File: src/rtl/genius_param.sv
// Memory game ("Genius"): shows a growing random symbol sequence, then checks the player's replay.
// Optional macro GENIUS_INPUT_TIMEOUT_EN adds a WAIT_IN idle timeout that forces a loss.
module genius_param #(
   parameter int          NUM_BTN       = 3,
   parameter int          MAX_LEVEL     = 16,
   parameter int          SHOW_TICKS    = 4,
   parameter int          GAP_TICKS     = 2,
   parameter int          TIMEOUT_TICKS = 1000,
   parameter logic [15:0] SEED          = 16'hACE1,
   localparam int         VW            = (NUM_BTN > 2) ? $clog2(NUM_BTN) : 1,
   localparam int         LW            = $clog2(MAX_LEVEL + 1)
) (
   input  logic               clock,
   input  logic               reset,
   input  logic               start,
   input  logic [NUM_BTN-1:0] btn,
   output logic               show_valid,
   output logic [VW-1:0]      show_value,
   output logic [LW-1:0]      level,
   output logic [LW-1:0]      expect_idx,
   output logic [2:0]         state,
   output logic               game_won,
   output logic               game_over
);

   localparam int AW    = $clog2(MAX_LEVEL);
   localparam int TMAX  = (SHOW_TICKS > GAP_TICKS) ? SHOW_TICKS : GAP_TICKS;
   localparam int CW    = $clog2(TMAX + 1);

   if (NUM_BTN < 2 || NUM_BTN > 8 || MAX_LEVEL < 2 || MAX_LEVEL > 64 || SEED == 16'h0000 ||
       SHOW_TICKS < 1 || GAP_TICKS < 1 || TIMEOUT_TICKS < 1) begin : g_param_err
      $error("genius_param: illegal parameter value");
   end

   typedef enum logic [2:0] {
      S_IDLE     = 3'd0,
      S_ADD      = 3'd1,
      S_SHOW_ON  = 3'd2,
      S_SHOW_OFF = 3'd3,
      S_WAIT_IN  = 3'd4,
      S_WIN      = 3'd5,
      S_LOSE     = 3'd6
   } state_e;

   state_e             state_q;
   logic [LW-1:0]      level_q;
   logic [LW-1:0]      idx_q;
   logic               valid_q;
   logic [VW-1:0]      value_q;
   logic               won_q;
   logic               over_q;
   logic [15:0]        lfsr_q;
   logic [15:0]        lfsr_d;
   logic [NUM_BTN-1:0] btn_q;
   logic [CW-1:0]      tick_q;
   logic [VW-1:0]      mem [MAX_LEVEL];

`ifdef GENIUS_INPUT_TIMEOUT_EN
   localparam int TW = $clog2(TIMEOUT_TICKS + 1);
   logic [TW-1:0]      to_cnt_q;
`endif

   logic [VW-1:0]      rnd_raw;
   logic [VW-1:0]      rnd;
   logic [NUM_BTN-1:0] press;
   logic [VW-1:0]      exp_sym;
   logic [NUM_BTN-1:0] exp_oh;
   logic [VW-1:0]      first_sym;
   logic [VW-1:0]      next_sym;
   logic               last_elem;
   logic               more_show;

   assign lfsr_d    = {lfsr_q[14:0], lfsr_q[15] ^ lfsr_q[13] ^ lfsr_q[12] ^ lfsr_q[10]};
   // Folding once is enough: 2^VW < 2*NUM_BTN, so the result is always a legal symbol.
   assign rnd_raw   = lfsr_q[VW-1:0];
   assign rnd       = (rnd_raw >= VW'(NUM_BTN)) ? rnd_raw - VW'(NUM_BTN) : rnd_raw;
   assign press     = btn & ~btn_q;
   assign exp_sym   = mem[idx_q[AW-1:0]];
   assign exp_oh    = NUM_BTN'(1) << exp_sym;
   assign last_elem = (idx_q == level_q - LW'(1));
   assign more_show = ((idx_q + LW'(1)) < level_q);
   assign next_sym  = mem[AW'(idx_q + LW'(1))];
   // When level is 0, mem[0] is being written this very clock, so bypass with the fresh symbol.
   assign first_sym = (level_q == '0) ? rnd : mem[0];

   always_ff @(posedge clock) begin
      if (state_q == S_ADD) mem[level_q[AW-1:0]] <= rnd;
   end

   always_ff @(posedge clock or negedge reset) begin
      if (!reset) begin
         state_q  <= S_IDLE;
         level_q  <= '0;
         idx_q    <= '0;
         valid_q  <= 1'b0;
         value_q  <= '0;
         won_q    <= 1'b0;
         over_q   <= 1'b0;
         lfsr_q   <= SEED;
         btn_q    <= '0;
         tick_q   <= '0;
`ifdef GENIUS_INPUT_TIMEOUT_EN
         to_cnt_q <= '0;
`endif
      end else begin
         lfsr_q <= lfsr_d;
         btn_q  <= btn;
`ifdef GENIUS_INPUT_TIMEOUT_EN
         to_cnt_q <= '0;
`endif
         case (state_q)
            S_IDLE, S_WIN, S_LOSE: begin
               if (start) begin
                  level_q <= '0;
                  idx_q   <= '0;
                  won_q   <= 1'b0;
                  over_q  <= 1'b0;
                  state_q <= S_ADD;
               end
            end
            S_ADD: begin
               level_q <= level_q + LW'(1);
               idx_q   <= '0;
               tick_q  <= '0;
               valid_q <= 1'b1;
               value_q <= first_sym;
               state_q <= S_SHOW_ON;
            end
            S_SHOW_ON: begin
               if (tick_q == CW'(SHOW_TICKS - 1)) begin
                  tick_q  <= '0;
                  valid_q <= 1'b0;
                  value_q <= '0;
                  state_q <= S_SHOW_OFF;
               end else begin
                  tick_q <= tick_q + CW'(1);
               end
            end
            S_SHOW_OFF: begin
               if (tick_q == CW'(GAP_TICKS - 1)) begin
                  tick_q <= '0;
                  if (more_show) begin
                     idx_q   <= idx_q + LW'(1);
                     valid_q <= 1'b1;
                     value_q <= next_sym;
                     state_q <= S_SHOW_ON;
                  end else begin
                     idx_q   <= '0;
                     state_q <= S_WAIT_IN;
                  end
               end else begin
                  tick_q <= tick_q + CW'(1);
               end
            end
            S_WAIT_IN: begin
               if (press != '0) begin
                  if (press == exp_oh) begin
                     if (last_elem) begin
                        if (level_q == LW'(MAX_LEVEL)) begin
                           won_q   <= 1'b1;
                           state_q <= S_WIN;
                        end else begin
                           state_q <= S_ADD;
                        end
                     end else begin
                        idx_q <= idx_q + LW'(1);
                     end
                  end else begin
                     over_q  <= 1'b1;
                     state_q <= S_LOSE;
                  end
               end
`ifdef GENIUS_INPUT_TIMEOUT_EN
               else if (to_cnt_q == TW'(TIMEOUT_TICKS - 1)) begin
                  over_q  <= 1'b1;
                  state_q <= S_LOSE;
               end else begin
                  to_cnt_q <= to_cnt_q + TW'(1);
               end
`endif
            end
            default: state_q <= S_IDLE;
         endcase
      end
   end

   assign show_valid = valid_q;
   assign show_value = value_q;
   assign level      = level_q;
   assign expect_idx = idx_q;
   assign state      = state_q;
   assign game_won   = won_q;
   assign game_over  = over_q;

endmodule

File: config.mk
export PLATFORM = sky130hd
export DESIGN_NAME = genius_param
export DESIGN_NICKNAME = d
export VERILOG_FILES = /design/src/rtl/genius_param.sv
export SDC_FILE = /design/constraint.sdc
export NUM_CORES = 1
export LEC_CHECK = 0
export CORE_MARGIN = 1
export CORE_UTILIZATION = 35
export CTS_CLUSTER_SIZE = 8
export DETAILED_ROUTE_END_ITERATION = 10
export MAX_ROUTING_LAYER = met4
export PLACE_DENSITY_LB_ADDON = 0.3
export SYNTH_ARGS = -nofsm -noshare
export SYNTH_HDL_FRONTEND = slang
export SYNTH_SLANG_ARGS = --single-unit
export TNS_END_PERCENT = 1
File: constraint.sdc
create_clock -name clock -period 5 [get_ports clock]
set_input_delay 1 -clock clock [delete_from_list [all_inputs] [get_ports clock]]
set_output_delay 1 -clock clock [all_outputs]
set_load 0.005 [all_outputs]
=== Word level (Yosys, flattened, before mapping) ===
Memory sizes are Yosys's and may differ from the RTL's.
Index checks and enable logic that the tools add are counted.

* Add/sub/neg operators: 5
* Order comparisons: 2
* Equal/unequal tests: 22
* Shifts and indexed selects: 1
* Multiplexer cells: 41
* Bitwise operators: 5
* Reduce and logical (&&, ||, !) cells: 14

{| class="wikitable"
|+ Operators by type and width
! operator !! number
|-
| $mux W3 || 10
|-
| $mux W5 || 6
|-
| $ne A2 B2 Y1 const B || 10
|-
| $pmux W5 S4 || 1
|-
| $pmux W3 S5 || 1
|-
| $mux W1 || 12
|-
| $reduce_and A6 Y1 || 2
|-
| $add A5 B1 Y5 const B || 2
|-
| $mux W2 || 5
|-
| $pmux W5 S2 || 1
|-
| $eq A3 B2 Y1 const B || 3
|-
| $eq A3 B3 Y1 const B || 3
|-
| $pmux W3 S3 || 1
|-
| $reduce_and A4 Y1 || 2
|-
| $eq A3 B1 Y1 const B || 2
|-
| $pmux W2 S3 || 1
|-
| $reduce_bool A3 Y1 || 2
|-
| $eq A5 B5 Y1 || 1
|-
| $eq A5 B5 Y1 const B || 1
|-
| $logic_not A5 Y1 || 1
|-
| $lt A5 B5 Y1 || 1
|-
| $reduce_and A5 Y1 || 1
|-
| $sub A5 B1 Y5 const B || 1
|-
| $pmux W1 S2 || 2
|-
| other kinds (15) || 18
|}

* Register bits after elaboration: 40
* Bits in writable memories: 32
* Bits of input ports: 6
* Output and inout bits: 18
* Word-level logic and storage cells: 101
* Memories kept: 1

{| class="wikitable"
|+ Memory list
! memory !! depth !! width !! rd ports !! clocked after Yosys merged registers in !! wr ports !! RTL line !! text
|-
| mem || 16 || 2 || 3 || 0 || 1 || 56 || <nowiki>logic [VW-1:0] mem [MAX_LEVEL];</nowiki>
|}

=== Depth between registers and ports, before layout ===
* Depth after elaboration: 6
* Gate-level depth with buffers: 12
* Gate-level depth less buffers: 10

=== Worst setup path before layout ===
Ideal clock, no wire load.

* Path kind: flip-flop to flip-flop
* From: register idx_q[0] (netlist: expect_idx[0])
* To: register idx_q[2] (netlist: expect_idx[2])
* Setup time: 0.087 ns
* Data arrival time: 2.843 ns
* Required time: 4.913 ns
* Slack: 2.069 ns
* Cell stages (with the launch flop): 13
* Path buffers: 2
* Clock period less this slack: 2.931 ns
* Cells stage by stage: dfrtp_1 -> buf_6 -> clkbuf_1 -> nand3_1 -> xnor2_1 -> inv_1 -> ha_1 -> o21a_1 -> o21ai_0 -> or3b_2 -> a21oi_1 -> a211oi_1 -> a22oi_1

* Word-level cells in the longest chain between the ends: 5
* Elaborated cells on any way between the ends: 15
* Classes of those cells: add/sub: 1; order compare: 1; eq/ne: 4; shift: 1; mux: 6; reduce/logical: 1; memory: 1

{| class="wikitable"
|+ Ends and longest elaborated chain
! item !! RTL line !! text
|-
| start, declared || 47 || <nowiki>logic [LW-1:0] idx_q;</nowiki>
|-
| start signal, assigned || 143 || <nowiki>idx_q <= idx_q + LW'(1);</nowiki>
|-
| start signal, assigned || 166 || <nowiki>idx_q <= idx_q + LW'(1);</nowiki>
|-
| $add A5 B1 Y5 / $mem_v2 Z16 W2 (equally long branches) || n/a ||
|-
| $lt A5 B5 Y1 (tied with other cells) || 81 || <nowiki>assign more_show = ((idx_q + LW'(1)) < level_q);</nowiki>
|-
| $mux W5 (tied with other cells) || 142 || <nowiki>if (more_show) begin</nowiki>
|-
| $mux W5 (tied with other cells) || 140 || <nowiki>if (tick_q == CW'(GAP_TICKS - 1)) begin</nowiki>
|-
| $pmux W5 S4 / $reduce_and A6 Y1 (equally long branches) || n/a ||
|}

Several ways; a longest one is shown, not always the timed one. The select of a mux whose other input is x is not followed.
A chain may end at the register's enable or synchronous reset.

=== Final worst setup path ===
* From: register idx_q[1] (netlist: expect_idx[1])
* To: register idx_q[2] (netlist: expect_idx[2])

Same word-level chain as after synthesis.

==> results list <==
- Leakage power summed over all cells: 1.63 nW
* Critical path class: reg -> reg
- Number of endpoints failing setup at the final stage: 0
- Between clock sinks in the finished design, the worst skew comes to 0.0108 ns.
- Counting every net in the synthesized netlist gives 337.
- Hold repair after CTS inserted 0 buffers.
- Routability-driven placement finished with a final weighted congestion of 0.779.
- The worst hold path belongs to the class reg -> reg.
- Final hold violation count: 0
- Setup repair after global routing missed its margin: false
- Post-synthesis share of cell area spent on and, or, nand and nor gates: 0.121
* Commonest cells post-synth: sky130_fd_sc_hd__dfrtp_1 (32), sky130_fd_sc_hd__edfxtp_1 (32), sky130_fd_sc_hd__nor2_1 (29)
- The fraction of the mapped netlist area in compound gates came to 0.119.
- Total global routing overflow: 0
- Period utilization: 0.630
- Count of flip-flops with a built-in enable after synthesis: 32
- In this run, synthesis produced a sequential element count of 72.
* Share of layout cells above drive strength 1: 0.161
* Detailed-route wire length: 8380 µm
- Cell types occupying the most area after synthesis: sky130_fd_sc_hd__edfxtp_1 (25%), sky130_fd_sc_hd__dfrtp_1 (21%), sky130_fd_sc_hd__mux4_2 (8.8%)
* Adder and majority cell fraction of the synthesized area: 0.0487
- Number of distinct standard cells referenced by the synthesized netlist: 57
* Cells after synthesis: 316
- Wire length of the first global-routing pass: 13500 µm
- Synthesized area per cell: 12.2 µm²
- Synth Cell Area: 0.00385 mm²
- In this run the tightest slew margin relative to its limit is 0.402.
* Number of buffers inserted during clock tree synthesis: 9
- Static timing analysis puts the maximum clock frequency at 317 MHz.
* Antenna Violating Nets Remaining: 0
- Sequential cell area fraction in the yosys report: 0.512
- Setup Buffers After CTS: 0
* Initial cell density of the core: 0.367
- Maximum net fanout on the critical path: 10
- Via count of the first global-routing pass: 2485
* Clk root buf: sky130_fd_sc_hd__clkbuf_8
* CTS clock-pin slew for the worst setup and hold paths: 0.08 ns
- Critical path launch point type: flip-flop
* Vertical die dimension: 107 µm
- After synthesis, the share of cell area in mux cells is 0.137.
- Transition at the pin with the smallest max-transition slack: 0.896 ns
- The worst-case IR drop observed on VDD is 0.181 mV.
* Dominant combinational cell family by area after synthesis: multiplexers
* Number of cells upsized or downsized after cts: 0
- The pre-antenna-repair detailed-routing pass consisted of 5 iterations.
- In this run the core area contains 37 standard-cell rows.
- STA puts the critical path data required time at 5.27 ns.
- Top-level I/O count: 24
* Port bufs: 23
* Detailed-route via count: 2579
- The clock tree synthesis step divided the H-tree into 3 levels.
- The first routing iteration left 182 violations.
- STA classifies the critical path endpoint as a flip-flop.
- Initial antenna violation count: 0
* Die W: 107 µm
- Number of sinks on the clock net: 72
- Core area: 0.0105 mm²
* Result of the run: completed
* Primary FF master, synth: sky130_fd_sc_hd__edfxtp_1
- GRT Util Overall: 0.165
* Routed vias/inst: 5.40
- Of the post-synthesis cell area, the dominant cell type holds 0.249.
- Of the total synthesized cell area, the portion taken by XOR and XNOR cells is 0.0295.
- # Max-Cap Violations: 0
* Cell type with the highest aggregate area in the netlist: sky130_fd_sc_hd__edfxtp_1
- Final hold slack: 0.350 ns
- Power spread over the standard cell area amounts to 457 mW/mm².
- The repair_antennas step left the layout with diodes totalling 0.
- The longest clock path from root to sink contains 2 buffers.
- TritonCTS built the clock tree.
- Area grow syn2layout: 15.2%
* Pin count of the biggest net entering global routing: 41
- Number of remaining DRC errors: 0
- Setup Total Neg Slack: 0 ns
* Sum of net half-perimeters after detailed placement: 5990 µm
* Fraction of registers with async set or reset after synthesis: 0.556
- The floorplan step defined a die boundary enclosing 0.0114 mm².
* Insertion delay of the later-clocked pin in the worst-skew pair: 0.36 ns
- Worst endpoint data arrival time: 3.42 ns
- Post-layout min period: 3.15 ns
* Average wire length per cell after detail routing: 17.5 µm
- The final number of max-transition violations is 0.
- The Yosys step of the flow raised 0 warnings.
- At the end of the flow, the number of nets in the layout was 358.
## layout make-up
type / count / area (µm²)
clock inverters: 5 / 86.3
clock buffers: 11 / 153
inverters: 15 / 56.3
well taps: 136 / 170
repair buffers: 26 / 248
multi-input cells: 213 / 1760
fillers: 966 / 6070
flip-flops and latches: 72 / 1970
## cell usage in the layout, fill, tap and decap left out, types with 4 or more instances in the layout
master,n
sky130_fd_sc_hd__ha_1,15
sky130_fd_sc_hd__clkdlybuf4s50_1,22
sky130_fd_sc_hd__clkbuf_8,9
sky130_fd_sc_hd__a21oi_1,7
sky130_fd_sc_hd__mux2i_1,4
sky130_fd_sc_hd__nor3_1,8
sky130_fd_sc_hd__nor2b_1,9
sky130_fd_sc_hd__o21a_1,5
sky130_fd_sc_hd__nand2_1,21
sky130_fd_sc_hd__dfrtp_1,32
sky130_fd_sc_hd__edfxtp_1,32
sky130_fd_sc_hd__inv_1,14
sky130_fd_sc_hd__xnor2_1,8
sky130_fd_sc_hd__mux2_2,5
sky130_fd_sc_hd__nor2_1,29
sky130_fd_sc_hd__nand3_1,8
sky130_fd_sc_hd__o21ai_0,14
sky130_fd_sc_hd__dfstp_2,8
sky130_fd_sc_hd__mux4_2,15
sky130_fd_sc_hd__nand2b_1,9
sky130_fd_sc_hd__xor2_1,5
## worst max-delay path: stages, from the launching register on
cell	delay, ns
sky130_fd_sc_hd__dfrtp_1	0.53
sky130_fd_sc_hd__ha_1	0.68
sky130_fd_sc_hd__ha_1	0.32
sky130_fd_sc_hd__nor2b_1	0.13
sky130_fd_sc_hd__o21a_1	0.16
sky130_fd_sc_hd__o21a_1	0.15
sky130_fd_sc_hd__o21ai_0	0.18
sky130_fd_sc_hd__or3b_2	0.46
sky130_fd_sc_hd__a21oi_1	0.16
sky130_fd_sc_hd__a211oi_1	0.09
sky130_fd_sc_hd__a22oi_1	0.21
## layer usage
layer	vias up	GRT usage	wire length, µm
li1	1218	-	-
met1	1260	0.225	3990
met2	83	0.229	3760
met3	18	0.0395	431
met4	0	0.0812	207
met5	-	-	0
## path summary, 6_finish.rpt
| kind | start | depth (start not counted) | slack, ns | end |
|---|---|---|---|---|
| setup / recovery | expect_idx[1]$_DFFE_PN0P_ | 10 | 1.85 | expect_idx[2]$_DFFE_PN0P_ |
| hold / removal | lfsr_q[6]$_DFF_PN1_ | 0 | 0.35 | lfsr_q[7]$_DFF_PN1_ |
| setup reg to reg | expect_idx[1]$_DFFE_PN0P_ | 10 | 1.85 | expect_idx[2]$_DFFE_PN0P_ |
| hold reg to reg | lfsr_q[6]$_DFF_PN1_ | 0 | 0.35 | lfsr_q[7]$_DFF_PN1_ |
| max in group asynchronous | reset | 1 | 3.68 | lfsr_q[12]$_DFF_PN0_ |
| min in group asynchronous | reset | 1 | 0.76 | tick_q[0]$_DFFE_PN0P_ |
## sequential cells by signal, indices dropped and copies added (netlist names), 2 cells and up
register,cells
btn_q,3
expect_idx,5
level,5
lfsr_q,16
mem,32
show_value,2
state,3
tick_q,3
## kinds of logic after synthesis
kind of cell	Yosys count
fa+ha+maj	15
flops	72
simple gates	96
buf+inv	31
compound gates	61
mux	28
xor+xnor	13
## metrics by stage
stage                     power, mW   util  instance area, µm²  setup slack, ns  std cells
after floorplan                1.28      -                3850             2.07        316
after global placement         1.48  0.400                4200             1.74        462
after detailed placement       1.49  0.400                4200             1.72        462
after CTS                      2.04  0.423                4440             1.80        478
after global routing           2.16  0.423                4440             1.54        478
final                          2.03  0.423                4440             1.85        478
## report_power, final
part           switching [mW]  internal, mW  total [mW]
Clock                   0.235         0.315       0.550
Sequential              0.104         0.670       0.774
Combinational           0.372         0.335       0.707
Total                   0.711          1.32        2.03
Note: power is estimated with default switching activity, not from simulation.
